==> config.mk <==
export PLATFORM = sky130hd
export DESIGN_NAME = uart_tx
export DESIGN_NICKNAME = d
export VERILOG_FILES = /design/src/rtl/uart_pkg.sv /design/src/rtl/uart_baud_cnt.sv /design/src/rtl/uart_tx.sv
export SDC_FILE = /design/constraint.sdc
export NUM_CORES = 1
export LEC_CHECK = 0
export CAP_MARGIN = 40
export CELL_PAD_IN_SITES_DETAIL_PLACEMENT = 0
export CELL_PAD_IN_SITES_GLOBAL_PLACEMENT = 2
export CORE_UTILIZATION = 38
export CTS_BUF_LIST = sky130_fd_sc_hd__clkbuf_16
export CTS_CLUSTER_DIAMETER = 120
export DETAILED_ROUTE_END_ITERATION = 8
export PLACE_DENSITY = 0.9
export SYNTH_ARGS = -nofsm -noshare
export SYNTH_HDL_FRONTEND = slang
export SYNTH_HIERARCHICAL = 1
export SYNTH_SLANG_ARGS = --single-unit
==> constraint.sdc <==
create_clock -name clk -period 3.2 [get_ports clk]
set_input_delay 0.48 -clock clk [delete_from_list [all_inputs] [get_ports clk]]
set_output_delay 0.48 -clock clk [all_outputs]
set_load 0.05 [all_outputs]
==> src/rtl/uart_pkg.sv <==
// Shared UART definitions: frame state encoding, parity-type constants and the
// parity helper used by both the transmitter and the receiver.
package uart_pkg;

  typedef enum logic [2:0] {
    IDLE   = 3'd0,
    START  = 3'd1,
    DATA   = 3'd2,
    PARITY = 3'd3,
    STOP   = 3'd4
  } uart_state_e;

  localparam logic PAR_EVEN = 1'b0;
  localparam logic PAR_ODD  = 1'b1;

  // Even type gives XOR of the byte, odd type its complement, so the total
  // number of ones over data plus parity is even or odd respectively.
  function automatic logic parity_bit(input logic [7:0] data, input logic par_typ);
    if (par_typ == PAR_EVEN) begin
      parity_bit = ^data;
    end else begin
      parity_bit = ~^data;
    end
  endfunction

endpackage

==> src/rtl/uart_baud_cnt.sv <==
// Bit-period counter: counts 0..CLKS_PER_BIT-1 while enabled, flags the last
// cycle of each bit and predicts whether the next cycle will be the last one.
module uart_baud_cnt #(
  parameter int CLKS_PER_BIT = 16
) (
  input  logic clk,
  input  logic rst,
  input  logic i_en,
  input  logic i_clr,
  output logic o_bit_end,
  output logic o_last_nx
);

  localparam int CNT_W = (CLKS_PER_BIT > 1) ? $clog2(CLKS_PER_BIT) : 1;
  localparam logic [CNT_W-1:0] LAST = CNT_W'(CLKS_PER_BIT - 1);

  logic [CNT_W-1:0] r_cnt;
  logic [CNT_W-1:0] w_cnt_nx;

  // Next count: wrap on bit end, clear on accept or when idle.
  always_comb begin
    o_bit_end = i_en && (r_cnt == LAST);
    if (i_clr || !i_en || o_bit_end) begin
      w_cnt_nx = '0;
    end else begin
      w_cnt_nx = r_cnt + CNT_W'(1);
    end
    o_last_nx = (w_cnt_nx == LAST);
  end

  // Count register.
  always_ff @(posedge clk or posedge rst) begin
    if (rst) begin
      r_cnt <= '0;
    end else begin
      r_cnt <= w_cnt_nx;
    end
  end

endmodule

==> src/rtl/uart_tx.sv <==
// UART transmitter: start bit, 8 data bits LSB-first, optional parity, one stop
// bit. All outputs are registered and computed from the next-state decode.
module uart_tx
  import uart_pkg::*;
#(
  parameter int DATA_W       = 8,
  parameter int CLKS_PER_BIT = 16
) (
  input  logic              clk,
  input  logic              rst,
  input  logic              par_en,
  input  logic              par_typ,
  input  logic [DATA_W-1:0] tx_data,
  input  logic              tx_valid,
  output logic              tx_ready,
  output logic              tx_out,
  output logic              busy,
  output logic              done
);

  localparam int IDX_W = $clog2(DATA_W);
  localparam logic [IDX_W-1:0] IDX_LAST = IDX_W'(DATA_W - 1);

  uart_state_e       r_state;
  logic [DATA_W-1:0] r_shift;
  logic [IDX_W-1:0]  r_bit_idx;
  logic              r_par_en;
  logic              r_par_bit;
  logic              r_tx_out;
  logic              r_tx_ready;
  logic              r_busy;
  logic              r_done;

  uart_state_e       w_state_nx;
  logic [DATA_W-1:0] w_shift_nx;
  logic [IDX_W-1:0]  w_bit_idx_nx;
  logic              w_par_en_nx;
  logic              w_par_bit_nx;
  logic              w_tx_out_nx;
  logic              w_accept;
  logic              w_bit_end;
  logic              w_last_nx;
  logic              w_en;

  assign w_accept = tx_valid && r_tx_ready;
  assign w_en     = (r_state != IDLE);

  uart_baud_cnt #(
    .CLKS_PER_BIT(CLKS_PER_BIT)
  ) u_baud (
    .clk      (clk),
    .rst      (rst),
    .i_en     (w_en),
    .i_clr    (w_accept),
    .o_bit_end(w_bit_end),
    .o_last_nx(w_last_nx)
  );

  // Next-state, datapath and line-level decode.
  always_comb begin
    w_state_nx   = r_state;
    w_shift_nx   = r_shift;
    w_bit_idx_nx = r_bit_idx;
    w_par_en_nx  = r_par_en;
    w_par_bit_nx = r_par_bit;
    w_tx_out_nx  = 1'b1;

    case (r_state)
      IDLE: begin
        if (w_accept) begin
          w_state_nx   = START;
          w_shift_nx   = tx_data;
          w_bit_idx_nx = '0;
          w_par_en_nx  = par_en;
          w_par_bit_nx = parity_bit(tx_data, par_typ);
        end else begin
          w_state_nx = IDLE;
        end
      end
      START: begin
        if (w_bit_end) begin
          w_state_nx = DATA;
        end else begin
          w_state_nx = START;
        end
      end
      DATA: begin
        if (w_bit_end) begin
          w_shift_nx = r_shift >> 1;
          if (r_bit_idx == IDX_LAST) begin
            w_bit_idx_nx = '0;
            w_state_nx   = r_par_en ? PARITY : STOP;
          end else begin
            w_bit_idx_nx = r_bit_idx + IDX_W'(1);
          end
        end else begin
          w_state_nx = DATA;
        end
      end
      PARITY: begin
        if (w_bit_end) begin
          w_state_nx = STOP;
        end else begin
          w_state_nx = PARITY;
        end
      end
      STOP: begin
        // Accept in the last stop cycle chains straight into the next start bit.
        if (w_bit_end && w_accept) begin
          w_state_nx   = START;
          w_shift_nx   = tx_data;
          w_bit_idx_nx = '0;
          w_par_en_nx  = par_en;
          w_par_bit_nx = parity_bit(tx_data, par_typ);
        end else if (w_bit_end) begin
          w_state_nx = IDLE;
        end else begin
          w_state_nx = STOP;
        end
      end
      default: begin
        w_state_nx = IDLE;
      end
    endcase

    case (w_state_nx)
      IDLE:    w_tx_out_nx = 1'b1;
      START:   w_tx_out_nx = 1'b0;
      DATA:    w_tx_out_nx = w_shift_nx[0];
      PARITY:  w_tx_out_nx = w_par_bit_nx;
      STOP:    w_tx_out_nx = 1'b1;
      default: w_tx_out_nx = 1'b1;
    endcase
  end

  // State, datapath and registered outputs.
  always_ff @(posedge clk or posedge rst) begin
    if (rst) begin
      r_state    <= IDLE;
      r_shift    <= '0;
      r_bit_idx  <= '0;
      r_par_en   <= 1'b0;
      r_par_bit  <= 1'b0;
      r_tx_out   <= 1'b1;
      r_tx_ready <= 1'b1;
      r_busy     <= 1'b0;
      r_done     <= 1'b0;
    end else begin
      r_state    <= w_state_nx;
      r_shift    <= w_shift_nx;
      r_bit_idx  <= w_bit_idx_nx;
      r_par_en   <= w_par_en_nx;
      r_par_bit  <= w_par_bit_nx;
      r_tx_out   <= w_tx_out_nx;
      r_tx_ready <= (w_state_nx == IDLE) || ((w_state_nx == STOP) && w_last_nx);
      r_busy     <= (w_state_nx != IDLE);
      r_done     <= (w_state_nx == STOP) && w_last_nx;
    end
  end

  assign tx_ready = r_tx_ready;
  assign tx_out   = r_tx_out;
  assign busy     = r_busy;
  assign done     = r_done;

endmodule

==> results.py <==
metrics = {
    "cells_and_area": {
        "area_growth_syn_to_layout_pct": 22.9,
        "fin_nets": 143,
        "n_fill_cell": 301,
        "drive_above_1_share_pct": 13.5,
        "final_common_cell": "dfrtp_1",
        "fin_area_um2": 1540,
        "final_cell_mix": "dfrtp_1 (22), clkdlybuf4s50_1 (16), inv_1 (8), a22o_1 (8)",
        "diodes": 0,
    },
    "placement": {
        "io_buffers": 16,
        "placed_area_um2": 1460,
        "dp_hpwl_um": 1700,
        "gp_congestion": 0.865,
    },
    "min_path": {
        "min_path_type": "primary input to async pin",
    },
    "grt": {
        "grt_max_degree": 21,
        "grt_pass1_wl_um": 4000,
        "first_global_vias": 865,
        "overflow": 0,
        "grt.total_usage_pct": 15.8,
        "antenna_found_initial": 0,
    },
    "routing": {
        "wire_per_inst_um": 13.6,
        "viasPerCell": 5.04,
        "drc_errors": 0,
        "first_pass_iters": 4,
        "vias": 856,
        "dr.first_iter.drc_count": 23,
        "wl_um": 2310,
        "antenna_left": 0,
    },
    "sta": {
        "rsz0062_at_grt": "no",
        "fin_setup_tns_ns": 0,
        "fmax_ghz": 0.431,
        "period_share_pct": 72.5,
        "skew_ns": 0.00138,
        "drv_slew": 0,
        "finalSetupViolations": 0,
        "worstMarginPinSlew_ns": 0.736,
        "relSlewSlack_pct": 50.9,
        "hold_viol": 0,
        "min_period_ns": 2.32,
    },
    "floorplan": {
        "rows": 20,
        "die_y_um": 59.4,
        "start_util_pct": 40.4,
        "core_area_um2": 3100,
        "die-area_um2": 3530,
        "die_w_um": 59.4,
        "num_io_pins": 17,
    },
    "synthesis": {
        "ys_ff_latch": 24,
        "syn_area_um2": 1250,
        "synth_seq_area_share_pct": 48.1,
        "synth.largest_area_cell": "dfrtp_1",
        "syn_avg_cell_area_um2": 11.6,
        "synthCells": 108,
        "syn_nets": 124,
        "synth_top_area_share_pct": 43.9,
        "yosys-top-cells-area": "dfrtp_1 (44%), a22o_1 (5.6%), dfstp_2 (4.2%), xnor2_1 (4.2%), a21o_1 (3.6%)",
        "ys_warn_count": 6,
        "ys_types": 40,
    },
    "clocking": {
        "cts_root_buffer": "clkbuf_16",
        "htree_levels": 1,
        "insertion_delay_ns": 0.25,
        "clock_path_buffers": 2,
        "cts_resized": 0,
        "post_cts_buffers": 0,
        "clk_pin_slew_ns": 0.06,
        "cts_tree": "done",
        "cts_made_buffers": 3,
        "ctsHoldBuffers": 0,
        "cts_sinks": 24,
    },
    "critical_path": {
        "worstPathCellList": "or3_1 -> and4_2 -> and4b_1 -> a22oi_1 -> nor2_1 -> or4_4",
        "r2r_start": "r_state[1]",
        "crit_path_end_kind": "register",
        "crit_family": "simple AND/OR/NAND/NOR gates",
        "worst_setup_path_start_kind": "register",
        "cp-startpoint": "r_state[1]",
        "worstPathMaxFanout": 9,
        "path_class": "register to register",
        "cpMaxStageDelayCell": "dfrtp_1",
        "reg2reg_to": "busy",
        "cp.required_ns": 3.33,
        "cp.arrival_ns": 2.45,
        "ff2ff_path_depth": 6,
        "crit_buf_inv": 0,
        "slowest_delay_ns": 0.47,
        "regToRegSetupSlack_ns": 0.88,
    },
    "power_and_ir_drop": {
        "p_leak_nw": 0.731,
        "vdd_ir_drop_max_mv": 0.439,
        "power_density_nw_per_um2": 736,
    },
    "run": {
        "max_cap_violations": 0,
    },
    "run_status": {
        "outcome": "complete, no violations",
    },
}
==> Yosys cell counts, drive strengths merged <==
library cell,n
nor2b,3
mux2,4
xnor3,1
or3,1
a221oi,1
nand2b,7
a2111oi,1
o32ai,1
xnor2,6
a22oi,1
xor2,2
ha,3
dfstp,2
a22o,8
a21o,6
o21ai,2
buf,3
nor4bb,1
a311oi,2
nand2,4
dfrtp,22
or2,1
a211oi,1
inv,8
o221ai,1
and3,1
and4,1
nand3,1
and2,1
nor3b,1
a31o,1
nor2,6
or4,1
nor3,1
and4b,1
nor4,1
==> per-stage QoR <==
step / std cells / hold WS [ns] / util [%] / worst slack [ns] / total power [W]
after floorplan: 108 / 0.246 / - / 1.07 / 0.000767
after global routing: 170 / 0.465 / 49.6 / 0.782 / 0.00121
after CTS: 170 / 0.433 / 49.6 / 0.887 / 0.00114
after global placement: 166 / 0.464 / 47.1 / 0.934 / 0.000861
final: 170 / 0.430 / 49.6 / 0.880 / 0.00113
after detailed placement: 166 / 0.467 / 47.1 / 0.908 / 0.000870
==> cell families (layout without fill, tap and decap cells) <==
logic type	Yosys count	after routing	synth area share, %
flops	24	24	48.1
buf+inv	11	29	3.59
compound gates	25	25	17.7
xor+xnor	9	9	7.39
fa+ha+maj	3	3	2.99
mux	4	4	3.59
simple gates	32	32	16.7
==> layer usage <==
metal / up-vias / part of all wire (%) / global-route usage, %
met5: - / 0 / 0
met4: 0 / 2.3 / 10.2
met3: 4 / 1.9 / 2.62
met2: 10 / 42 / 21.2
met1: 419 / 53 / 23.2
li1: 423 / - / -
==> worst max-delay path by stage <==
stage	to	slack, ns	cells after the start
CTS	busy	0.89	6
floorplan	busy	1.07	5
finish	busy	0.88	6
detailed placement	busy	0.91	6
global route	r_bit_idx[0]	0.78	6
global placement	busy	0.93	6
==> registers in the layout, summed over array words and instances, names as in the netlist <==
name,cells
r_par_en,1
busy,1
r_state,3
done,1
tx_ready,1
r_bit_idx,3
u_baud/r_cnt,4
r_shift,8
tx_out,1
r_par_bit,1
==> final cells by class <==
type | count | area, um2 | area share, %
Clock buffer | 3 | 75.1 | 4.87
Sequential cell | 24 | 603 | 39.2
Clock inverter | 1 | 3.75 | 0.244
Inverter | 8 | 30.0 | 1.95
Multi-Input combinational cell | 73 | 606 | 39.3
Timing Repair Buffer | 17 | 168 | 10.9
Tap cell | 44 | 55.1 | 3.57
==> report_power, final <==
part | leakage (nW) | switching (W) | total (W) | internal (W)
logic | 0.390 | 0.000196 | 0.000378 | 0.000182
clock network | 0.0385 | 0.000103 | 0.000270 | 0.000167
registers | 0.302 | 0.0000784 | 0.000486 | 0.000407
total | 0.731 | 0.000377 | 0.00113 | 0.000756
==> worst register-to-register path, stage by stage, from the launching register on <==
cell and delay, ns:
dfrtp_1 0.47, or3_1 0.46, and4_2 0.28, and4b_1 0.19, a22oi_1 0.28, nor2_1 0.10
or4_4 0.42
Power figures use the tool's default switching activity.
